**config.mk**
```make
export PLATFORM = sky130hd
export DESIGN_NAME = stats_poller_avlstrm_flat
export DESIGN_NICKNAME = d
export VERILOG_FILES = /design/src/rtl/stats_poller_avlstrm_if.sv /design/src/rtl/stats_poller_avlstrm.sv /design/src/flat_wrapper.sv
export SDC_FILE = /design/constraint.sdc
export NUM_CORES = 1
export LEC_CHECK = 0
export CAP_MARGIN = 20
export CORE_MARGIN = 2
export CORE_UTILIZATION = 58
export CTS_BUF_LIST = sky130_fd_sc_hd__clkbuf_8 sky130_fd_sc_hd__clkbuf_16
export DETAILED_ROUTE_END_ITERATION = 8
export MAX_ROUTING_LAYER = met4
export PLACE_DENSITY_LB_ADDON = 0.3
export RECOVER_POWER = 100
export SLEW_MARGIN = 0
export SYNTH_ARGS = -nofsm -noshare
export SYNTH_HDL_FRONTEND = slang
export SYNTH_SLANG_ARGS = --single-unit
```
**constraint.sdc**
```tcl
create_clock -name Clk -period 6.6 [get_ports Clk]
set_input_delay 1.32 -clock Clk [delete_from_list [all_inputs] [get_ports Clk]]
set_output_delay 1.32 -clock Clk [all_outputs]
set_load 0.05 [all_outputs]
```
**src/rtl/stats_poller_avlstrm_if.sv**
```systemverilog
`default_nettype none
//------------------------------------------------------------------------------
// Module : avl_stream_if
// Brief  : Single-beat Avalon-ST style link (valid/ready/sop/eop/data).
// Rev    : 1.0  initial release
//------------------------------------------------------------------------------
interface avl_stream_if #(
    parameter int DW = 64
);
    logic          valid;
    logic          ready;
    logic          sop;
    logic          eop;
    logic [DW-1:0] data;

    modport tx (output valid, output sop, output eop, output data, input ready);
    modport rx (input valid, input sop, input eop, input data, output ready);
endinterface
`default_nettype wire

```
**src/rtl/stats_poller_avlstrm.sv**
```systemverilog
`default_nettype none
//------------------------------------------------------------------------------
// Module : stats_poller_avlstrm
// Brief  : Sweeps stats registers 0..NUM_RD-1 into a local snapshot with stale
//          flags, and forwards one-deep buffered control-register writes.
// Rev    : 1.0  initial release
//------------------------------------------------------------------------------
module stats_poller_avlstrm #(
    parameter int NUM_RD        = 16,
    parameter int SEL           = 0,
    parameter int SEL_W         = 4,
    parameter int TIMEOUT       = 15,
    parameter int POLL_INTERVAL = 1024
) (
    input  logic        Clk,
    input  logic        Rst_n,
    input  logic        start,
    input  logic        wr_valid,
    output logic        wr_ready,
    input  logic [7:0]  wr_addr,
    input  logic [31:0] wr_data,
    output logic        busy,
    output logic        done,
    output logic [31:0] sweep_cnt,
    output logic [15:0] err_cnt,
    input  logic [7:0]  snap_raddr,
    output logic [31:0] snap_rdata,
    output logic        snap_stale,
    avl_stream_if.tx    stats_rd_req,
    avl_stream_if.tx    stats_wr_req,
    avl_stream_if.rx    stats_rd_resp
);

    localparam int c_IW = (NUM_RD > 1) ? $clog2(NUM_RD) : 1;
    localparam int c_TW = $clog2(TIMEOUT + 1);
    localparam int c_PW = $clog2(POLL_INTERVAL);

    localparam logic [29:0]     c_SEL_WORD  = 30'(SEL) << (30 - SEL_W);
    localparam logic [7:0]      c_LAST_IDX  = 8'(NUM_RD - 1);
    localparam logic [c_TW-1:0] c_TIMEOUT   = c_TW'(TIMEOUT);
    localparam logic [c_PW-1:0] c_POLL_LAST = c_PW'(POLL_INTERVAL - 1);

    localparam logic [1:0] c_IDLE = 2'd0;
    localparam logic [1:0] c_REQ  = 2'd1;
    localparam logic [1:0] c_WAIT = 2'd2;
    localparam logic [1:0] c_NEXT = 2'd3;

    logic [1:0]      r_state;
    logic [7:0]      r_idx;
    logic [c_TW-1:0] r_wait_cnt;
    logic [c_PW-1:0] r_interval;
    logic            r_due;
    logic            r_wr_pend;
    logic [7:0]      r_wr_addr;
    logic [31:0]     r_wr_data;
    logic            r_done;
    logic [31:0]     r_sweep_cnt;
    logic [15:0]     r_err_cnt;
    logic [31:0]     r_snap  [NUM_RD];
    logic            r_stale [NUM_RD];
    logic            r_rd_valid;
    logic [29:0]     r_rd_word;
    logic            r_wr_valid;
    logic [61:0]     r_wr_word;

    logic            w_trigger;
    logic            w_issue_wr;
    logic [c_IW-1:0] w_idx;
    logic [c_IW-1:0] w_raddr;
    logic            w_in_range;
    logic            w_unused;

    assign w_trigger  = start | (r_interval == c_POLL_LAST);
    assign w_issue_wr = r_wr_pend & ((r_state == c_IDLE) | (r_state == c_NEXT));
    assign w_idx      = r_idx[c_IW-1:0];
    assign w_raddr    = snap_raddr[c_IW-1:0];
    assign w_in_range = ({1'b0, snap_raddr} < 9'(NUM_RD));

    always_ff @(posedge Clk) begin
        if (!Rst_n) begin
            r_state     <= c_IDLE;
            r_idx       <= '0;
            r_wait_cnt  <= '0;
            r_interval  <= '0;
            r_due       <= 1'b0;
            r_wr_pend   <= 1'b0;
            r_wr_addr   <= '0;
            r_wr_data   <= '0;
            r_done      <= 1'b0;
            r_sweep_cnt <= '0;
            r_err_cnt   <= '0;
            r_rd_valid  <= 1'b0;
            r_rd_word   <= '0;
            r_wr_valid  <= 1'b0;
            r_wr_word   <= '0;
            for (int i = 0; i < NUM_RD; i++) begin
                r_snap[i]  <= '0;
                r_stale[i] <= 1'b1;
            end
        end else begin
            r_rd_valid <= 1'b0;
            r_wr_valid <= 1'b0;
            r_done     <= 1'b0;
            r_interval <= (r_interval == c_POLL_LAST) ? '0 : r_interval + c_PW'(1);

            if (wr_valid && !r_wr_pend) begin
                r_wr_pend <= 1'b1;
                r_wr_addr <= wr_addr;
                r_wr_data <= wr_data;
            end
            if (w_issue_wr) begin
                r_wr_pend  <= 1'b0;
                r_wr_valid <= 1'b1;
                r_wr_word  <= {c_SEL_WORD | {22'b0, r_wr_addr}, r_wr_data};
            end

            case (r_state)
                c_IDLE: begin
                    if (!r_wr_pend && r_due) begin
                        r_due   <= 1'b0;
                        r_idx   <= '0;
                        r_state <= c_REQ;
                    end
                end
                c_REQ: begin
                    r_rd_valid <= 1'b1;
                    r_rd_word  <= c_SEL_WORD | {22'b0, r_idx};
                    r_wait_cnt <= '0;
                    r_state    <= c_WAIT;
                end
                c_WAIT: begin
                    // A response landing on the timeout cycle still counts as good.
                    if (stats_rd_resp.valid) begin
                        r_snap[w_idx]  <= stats_rd_resp.data[31:0];
                        r_stale[w_idx] <= 1'b0;
                        r_state        <= c_NEXT;
                    end else if (r_wait_cnt == c_TIMEOUT) begin
                        r_stale[w_idx] <= 1'b1;
                        if (r_err_cnt != 16'hFFFF) begin
                            r_err_cnt <= r_err_cnt + 16'd1;
                        end
                        r_state <= c_NEXT;
                    end else begin
                        r_wait_cnt <= r_wait_cnt + c_TW'(1);
                    end
                end
                default: begin
                    if (r_idx == c_LAST_IDX) begin
                        r_done      <= 1'b1;
                        r_sweep_cnt <= r_sweep_cnt + 32'd1;
                        r_state     <= c_IDLE;
                    end else begin
                        r_idx   <= r_idx + 8'd1;
                        r_state <= c_REQ;
                    end
                end
            endcase

            // Placed after the FSM so a trigger in the consuming cycle is not lost.
            if (w_trigger) begin
                r_due <= 1'b1;
            end
        end
    end

    assign wr_ready   = ~r_wr_pend;
    assign busy       = (r_state != c_IDLE);
    assign done       = r_done;
    assign sweep_cnt  = r_sweep_cnt;
    assign err_cnt    = r_err_cnt;
    assign snap_rdata = w_in_range ? r_snap[w_raddr] : 32'd0;
    assign snap_stale = w_in_range ? r_stale[w_raddr] : 1'b1;

    assign stats_rd_req.valid = r_rd_valid;
    assign stats_rd_req.sop   = r_rd_valid;
    assign stats_rd_req.eop   = r_rd_valid;
    assign stats_rd_req.data  = {34'b0, r_rd_word};

    assign stats_wr_req.valid = r_wr_valid;
    assign stats_wr_req.sop   = r_wr_valid;
    assign stats_wr_req.eop   = r_wr_valid;
    assign stats_wr_req.data  = {2'b0, r_wr_word};

    assign stats_rd_resp.ready = 1'b1;

    assign w_unused = &{1'b0, stats_rd_req.ready, stats_wr_req.ready, stats_rd_resp.sop,
                        stats_rd_resp.eop, stats_rd_resp.data[63:32]};

endmodule
`default_nettype wire
```
**src/flat_wrapper.sv**
```systemverilog
// flat-port wrapper written by rule: the top's interface ports become plain ports
module stats_poller_avlstrm_flat 
#(
    parameter int NUM_RD        = 16,
    parameter int SEL           = 0,
    parameter int SEL_W         = 4,
    parameter int TIMEOUT       = 15,
    parameter int POLL_INTERVAL = 1024
)
  (Clk, Rst_n, start, wr_valid, wr_ready, wr_addr, wr_data, busy, done, sweep_cnt, err_cnt, snap_raddr, snap_rdata, snap_stale, stats_rd_req_valid, stats_rd_req_sop, stats_rd_req_eop, stats_rd_req_data, stats_rd_req_ready, stats_wr_req_valid, stats_wr_req_sop, stats_wr_req_eop, stats_wr_req_data, stats_wr_req_ready, stats_rd_resp_valid, stats_rd_resp_sop, stats_rd_resp_eop, stats_rd_resp_data, stats_rd_resp_ready);
  avl_stream_if stats_rd_req_i ();
  avl_stream_if stats_wr_req_i ();
  avl_stream_if stats_rd_resp_i ();
  input  logic Clk;
  input  logic Rst_n;
  input  logic start;
  input  logic wr_valid;
  output logic wr_ready;
  input  logic [7:0] wr_addr;
  input  logic [31:0] wr_data;
  output logic busy;
  output logic done;
  output logic [31:0] sweep_cnt;
  output logic [15:0] err_cnt;
  input  logic [7:0] snap_raddr;
  output logic [31:0] snap_rdata;
  output logic snap_stale;
  output wire logic [$bits(stats_rd_req_i.valid)-1:0] stats_rd_req_valid;
  output wire logic [$bits(stats_rd_req_i.sop)-1:0] stats_rd_req_sop;
  output wire logic [$bits(stats_rd_req_i.eop)-1:0] stats_rd_req_eop;
  output wire logic [$bits(stats_rd_req_i.data)-1:0] stats_rd_req_data;
  input wire logic [$bits(stats_rd_req_i.ready)-1:0] stats_rd_req_ready;
  output wire logic [$bits(stats_wr_req_i.valid)-1:0] stats_wr_req_valid;
  output wire logic [$bits(stats_wr_req_i.sop)-1:0] stats_wr_req_sop;
  output wire logic [$bits(stats_wr_req_i.eop)-1:0] stats_wr_req_eop;
  output wire logic [$bits(stats_wr_req_i.data)-1:0] stats_wr_req_data;
  input wire logic [$bits(stats_wr_req_i.ready)-1:0] stats_wr_req_ready;
  input wire logic [$bits(stats_rd_resp_i.valid)-1:0] stats_rd_resp_valid;
  input wire logic [$bits(stats_rd_resp_i.sop)-1:0] stats_rd_resp_sop;
  input wire logic [$bits(stats_rd_resp_i.eop)-1:0] stats_rd_resp_eop;
  input wire logic [$bits(stats_rd_resp_i.data)-1:0] stats_rd_resp_data;
  output wire logic [$bits(stats_rd_resp_i.ready)-1:0] stats_rd_resp_ready;
  assign stats_rd_req_valid = stats_rd_req_i.valid;
  assign stats_rd_req_sop = stats_rd_req_i.sop;
  assign stats_rd_req_eop = stats_rd_req_i.eop;
  assign stats_rd_req_data = stats_rd_req_i.data;
  assign stats_rd_req_i.ready = stats_rd_req_ready;
  assign stats_wr_req_valid = stats_wr_req_i.valid;
  assign stats_wr_req_sop = stats_wr_req_i.sop;
  assign stats_wr_req_eop = stats_wr_req_i.eop;
  assign stats_wr_req_data = stats_wr_req_i.data;
  assign stats_wr_req_i.ready = stats_wr_req_ready;
  assign stats_rd_resp_i.valid = stats_rd_resp_valid;
  assign stats_rd_resp_i.sop = stats_rd_resp_sop;
  assign stats_rd_resp_i.eop = stats_rd_resp_eop;
  assign stats_rd_resp_i.data = stats_rd_resp_data;
  assign stats_rd_resp_ready = stats_rd_resp_i.ready;
  stats_poller_avlstrm #(.NUM_RD(NUM_RD), .SEL(SEL), .SEL_W(SEL_W), .TIMEOUT(TIMEOUT), .POLL_INTERVAL(POLL_INTERVAL)) u_core (.Clk(Clk), .Rst_n(Rst_n), .start(start), .wr_valid(wr_valid), .wr_ready(wr_ready), .wr_addr(wr_addr), .wr_data(wr_data), .busy(busy), .done(done), .sweep_cnt(sweep_cnt), .err_cnt(err_cnt), .snap_raddr(snap_raddr), .snap_rdata(snap_rdata), .snap_stale(snap_stale), .stats_rd_req(stats_rd_req_i), .stats_wr_req(stats_wr_req_i), .stats_rd_resp(stats_rd_resp_i));
endmodule
```
==> metrics.cfg, run 1 <==
[routing]
vias_per_cell = 6.34
routed.top_layer = met4
wl_met3_um = 8700
first_iter_violations = 2048
drt-met1-wl_um = 30700
wl_per_cell_um = 24.6
route.antenna.remaining_nets = 0
vias = 20900
post-route-drc-count = 0
wirelength_um = 81100
dr.pass1.iters = 5
dr_wl_met2_um = 39300

[timing]
fin_skew_ps = 15.9
rsz0062_at_grt = false
fin_tns_setup_ps = 0
final_max_slew_viol_count = 317
slew_headroom = -0.330
finalSetupViolCount = 0
fin_crit_ps = 5970
fmax_mhz = 167
hold_viol = 0
period_share = 0.905
worst_pin_slew_ps = 2000

[critical_path]
reg2reg_depth = 7
cp-end-kind = register
crit_top_cell = buf_4
crit_chain = dlygate4sd3_1 -> clkbuf_1 -> nand3_1 -> nor2_2 -> buf_4 -> inv_1 -> nand2_1 -> buf_4
critical_path.max_fanout = 42
cp_slowest_cell = nand2_1
slowest_delay_ps = 1270
start_kind = input pin
cp_data_arrival_time_ps = 6260
cp_top_family = buffers and inverters
crit_buf_inv = 5
crit_type = in2reg
path_depth = 8
required_ps = 6880
reg2reg_slack_ps = 1500

[die]
fp.coreArea_um2 = 53500
die_w_um = 236
start_util = 0.584
ioPinCount = 340
rows = 85
die_h_um = 236
fp.dieArea_um2 = 55700

[yosys]
synth.top_cells.by_area = edfxtp_1 (51%), dfxtp_1 (11%), and3_1 (9.2%)
synth_top_area_share = 0.508
ys_warn_count = 0
async_reset_ff_frac = 0
synth.avg_cell_area_um2 = 12.9
ys_seq_area_frac = 0.614
syn_inst = 2426
synth_flop_cell = edfxtp_1
ys_ff_latch = 693
synth_top_area_cell = edfxtp_1
synth_cell_types = 52
synth_edf_count = 528
netlist_area_um2 = 31200

[clock_network]
hold_buffers = 0
clkTransAtPathRegs_ps = 60
cts_buffers = 70
cts_tree = done
cts_setup_buffers = 0
clock_latency_ps = 610
h-tree-depth = 3
root_buffer = clkbuf_16
clockBufferDepth = 3
cts_resized = 0
cts.sinks = 693

[placement]
placedCellCount = 3157
dp_hpwl_um = 45800
portBuffers = 222
place.gp.congestion = 0.855

[final_layout]
layout.cells.non_filler = 3293
area_growth_pct = 14.4
drive_above_1_share = 0.117
multi_input_area_um2 = 10800
fin_nets = 2668
seq_area_um2 = 19200
nFillCells = 3838

[run]
cap_violations = 6

[global_routing]
grt_pass1_vias = 21000
grt_pass1_wl_um = 123000
antenna_found_initial = 10
grt_use_total = 0.300
grt_max_degree = 97
grt_overflow_total = 0

[run_status]
status = complete, but fails checks
violations = capacitance limit, slew limit

[power_and_ir_drop]
power_density_nw_per_um2 = 288
totalPowerFinal_w = 0.0103
vdd_drop_max_v = 0.000202
power_leakage_nw = 14.9

[hold_path]
hold_depth = 2
hp-class = reg2reg

stage by stage:
stage	area, um^2	setup WS, ps	utilization	hold WS, ps
5_1_grt	35700	345	0.668	480
6_report	35700	626	0.668	454
3_5_place_dp	33600	928	0.628	447
3_3_place_gp	33600	905	0.628	437
2_1_floorplan	31500	1530	-	426
4_1_cts	35800	925	0.670	455
cell usage in the layout (no fill, tap or decap), drive strengths merged, types with 32 or more instances in the layout:
cell type,Yosys,final
dlygate4sd3,0,126
mux2i,92,92
clkbuf,206,106
and3,457,457
inv,20,38
a21oi,72,72
mux4,108,108
nor2,77,77
nand2,191,191
clkdlybuf4s50,0,80
and2,67,67
buf,109,39
conb,2,81
dfxtp,165,165
edfxtp,528,528
o21ai,37,37
nand3,32,32
a22o,40,40
worst register-to-register path: cells and delay by family (launching register included):
kind                       cells  cell delay (ps)
adders and majority gates      1             1510
buffers and inverters          3             1440
and+or+nand+nor                3             1250
DFF                            1              490
routing by layer:
layer	vias up	track usage
met5	-	-
met4	0	0.106
met3	179	0.0727
met2	1169	0.475
met1	10400	0.379
li1	9106	-
cell families after synthesis:
group,after synthesis,share of synthesized area
xor gates and xnor gates,42,0.0118
DFF,693,0.614
and+or+nand+nor,909,0.160
AOI/OAI and AO/OA,212,0.0434
other,2,0.000241
muxes,221,0.115
adders and majority gates,12,0.00481
buffers and inverters,335,0.0512
power by group:
| group | switching (W) | internal (W) |
|---|---|---|
| sequential | 0.0000738 | 0.00486 |
| clock | 0.00166 | 0.00226 |
| combinational | 0.00105 | 0.000387 |
Yosys cell counts (3+ instances only):
cell type and instances:
buf_4 85, and4_1 4, nor2b_1 6, a22o_1 40, mux2_2 21, buf_1 21, edfxtp_1 528, or4_1 3
nor4_1 17, xnor2_1 26, nand2_1 191, o21a_1 3, nor3_1 14, dfxtp_1 165, inv_1 20, buf_6 3
o211ai_1 21, nand2b_1 4, nand3_1 32, xor2_1 16, clkbuf_1 205, ha_1 12, mux2i_1 92, o22ai_1 24
a21oi_1 72, nor2_1 77, and2_1 67, a32oi_1 4, or3_1 11, and3_1 457, nand4_1 16, o21ai_0 37
mux4_2 108
registers in the layout, indices dropped and copies added (netlist names), 10 cells and up:
name / flops
u_core.sweep_cnt: 32
u_core.r_interval: 10
u_core.r_stale: 16
u_core.r_wr_data: 32
u_core.err_cnt: 16
u_core.r_snap: 512
u_core.r_wr_word: 40
worst paths after layout:
kind | start | endpoint
worst min-delay path | u_core.r_wr_data[29] | u_core.r_wr_data[29]
worst min register to register | u_core.r_wr_data[29] | u_core.r_wr_data[29]
worst max-delay path | Rst_n | u_core.r_snap[7][14]
worst max register to register | u_core.r_idx[0] | u_core.r_snap[15][14]
area by class of cell:
cell class | instances | share of cell area
sequential | 693 | 0.536
multi-input combinational | 1477 | 0.303
timing repair buffer | 273 | 0.0710
clock buffer | 78 | 0.0530
tap | 696 | 0.0244
clock inverter | 46 | 0.00973
inverter | 20 | 0.00214
antenna | 10 | 0.000700
Power figures use the tool's default switching activity.
==> run 2: changes to the inputs <==
- CORE_UTILIZATION: 58 -> 57
- SKIP_CTS_REPAIR_TIMING: not set -> 1
- clock period: 6.6 -> 6 ns (I/O delays scaled with it)
==> run 2 against run 1 <==
- the run still ends with capacitance limit, slew limit left
- routed wire length grew 0.75%
- clock skew grew 3.1 ps
- first-iteration DRC count grew 0.93%
- setup slack lost 180 ps
- highest routed layer unchanged
==> metrics.cfg, run 2 (synthesis gave the netlist of run 1 again) <==
[routing]
wirelength_um = 81800
post-route-drc-count = 0
vias_per_cell = 6.24
dr.pass1.iters = 5
route.antenna.remaining_nets = 0
wl_per_cell_um = 24.8
first_iter_violations = 2067
vias = 20600

[power_and_ir_drop]
power_leakage_nw = 14.9
totalPowerFinal_w = 0.0113
power_density_nw_per_um2 = 315
vdd_drop_max_v = 0.000280

[run_status]
violations = capacitance limit, slew limit
status = complete, but fails checks

[global_routing]
grt_overflow_total = 0
grt_use_total = 0.296
grt_max_degree = 93
grt_pass1_vias = 20600
grt_pass1_wl_um = 123000
antenna_found_initial = 8

[timing]
fin_tns_setup_ps = 0
fmax_mhz = 180
fin_crit_ps = 5550
worst_pin_slew_ps = 2900
hold_viol = 0
final_max_slew_viol_count = 585
finalSetupViolCount = 0
period_share = 0.925
rsz0062_at_grt = false
fin_skew_ps = 19.1
slew_headroom = -0.935

[clock_network]
cts_tree = done
clock_latency_ps = 620
clockBufferDepth = 3
cts_buffers = 72
clkTransAtPathRegs_ps = 60
cts.sinks = 693
h-tree-depth = 3
root_buffer = clkbuf_16

[placement]
portBuffers = 222
dp_hpwl_um = 47000
place.gp.congestion = 0.841

[run]
cap_violations = 14

[critical_path]
cp_slowest_cell = nor4_1
critical_path.max_fanout = 32
crit_type = in2out
start_kind = input pin
cp-end-kind = output pin
crit_chain = clkdlybuf4s50_1 -> nor4_1 -> nand2_1 -> clkbuf_2 -> o22ai_1 -> clkbuf_1
slowest_delay_ps = 770
cp_data_arrival_time_ps = 4350
crit_buf_inv = 3
cp_top_family = buffers and inverters
required_ps = 4800

[die]
fp.coreArea_um2 = 54000
start_util = 0.578
rows = 85
ioPinCount = 340
die_h_um = 238
die_w_um = 238
fp.dieArea_um2 = 56700

[hold_path]
hp-class = reg2reg

[final_layout]
mostFrequentLayoutCell = edfxtp_1
nFillCells = 3911
drive_above_1_share = 0.117
layout_common_cells = edfxtp_1 (528), and3_1 (457), nand2_1 (188)
fin_nets = 2674
area_growth_pct = 14.8
largest_reg_flops = 512
top_register = u_core.r_snap
largestRegisters = u_core.r_snap (512), u_core.r_wr_word (40)

[run 2: cell type report]
| cell class | instances | area (um^2) | share of cell area |
|---|---|---|---|
| Tap cell | 696 | 871 | 0.0243 |
| Clock inverter | 56 | 373 | 0.0104 |
| Timing Repair Buffer | 277 | 2660 | 0.0741 |
| Sequential cell | 693 | 19200 | 0.534 |
| Clock buffer | 76 | 1870 | 0.0521 |
| Antenna cell | 8 | 20.0 | 0.000558 |
| Inverter | 20 | 76.3 | 0.00213 |
| Multi-Input combinational cell | 1477 | 10800 | 0.302 |
[run 2: final timing paths]
kind	start	to	slack, ps	cells past startpoint
worst max register to register	u_core.r_idx[0]	u_core.r_snap[7][19]	590	8
worst max-delay path	snap_raddr[7]	snap_rdata[31]	450	6
worst min-delay path	u_core.r_wr_data[19]	u_core.r_wr_data[19]	450	2
worst min register to register	u_core.r_wr_data[19]	u_core.r_wr_data[19]	450	2
[run 2: per-stage QoR]
stage,utilization,worst slack [ps],instances,hold slack [ps],area [um^2]
2_1_floorplan,-,1170,2505,426,31500
3_3_place_gp,0.625,1110,3161,438,33800
3_5_place_dp,0.625,1070,3162,447,33800
4_1_cts,0.667,1070,3294,455,36000
5_1_grt,0.663,445,3303,470,35800
6_report,0.663,447,3303,453,35800
[run 2: worst reg2reg max path, cell delays in order (launching register included)]
cell and delay (ps):
dfxtp_1 500, ha_1 570, buf_4 710, nand2_1 280, nor2_2 120, clkbuf_1 1610, inv_1 250, nand2_2 440
buf_4 530
[run 2: metal layers]
| metal | global-route usage | routed length [um] | vias to the layer above | part of all wire |
|---|---|---|---|---|
| met2 | 0.459 | 39400 | 1123 | 0.48 |
| met1 | 0.383 | 30800 | 10200 | 0.38 |
| met3 | 0.0743 | 9280 | 177 | 0.11 |
| met5 | - | 0 | - | 0 |
| met4 | 0.105 | 2320 | 0 | 0.028 |
| li1 | - | - | 9116 | - |
[run 2: report_power, final]
part | leakage, nW | internal, W | switching [W]
logic | 6.97 | 0.000430 | 0.00117
clock network | 1.15 | 0.00239 | 0.00186
registers | 6.73 | 0.00534 | 0.0000819
total | 14.9 | 0.00816 | 0.00311
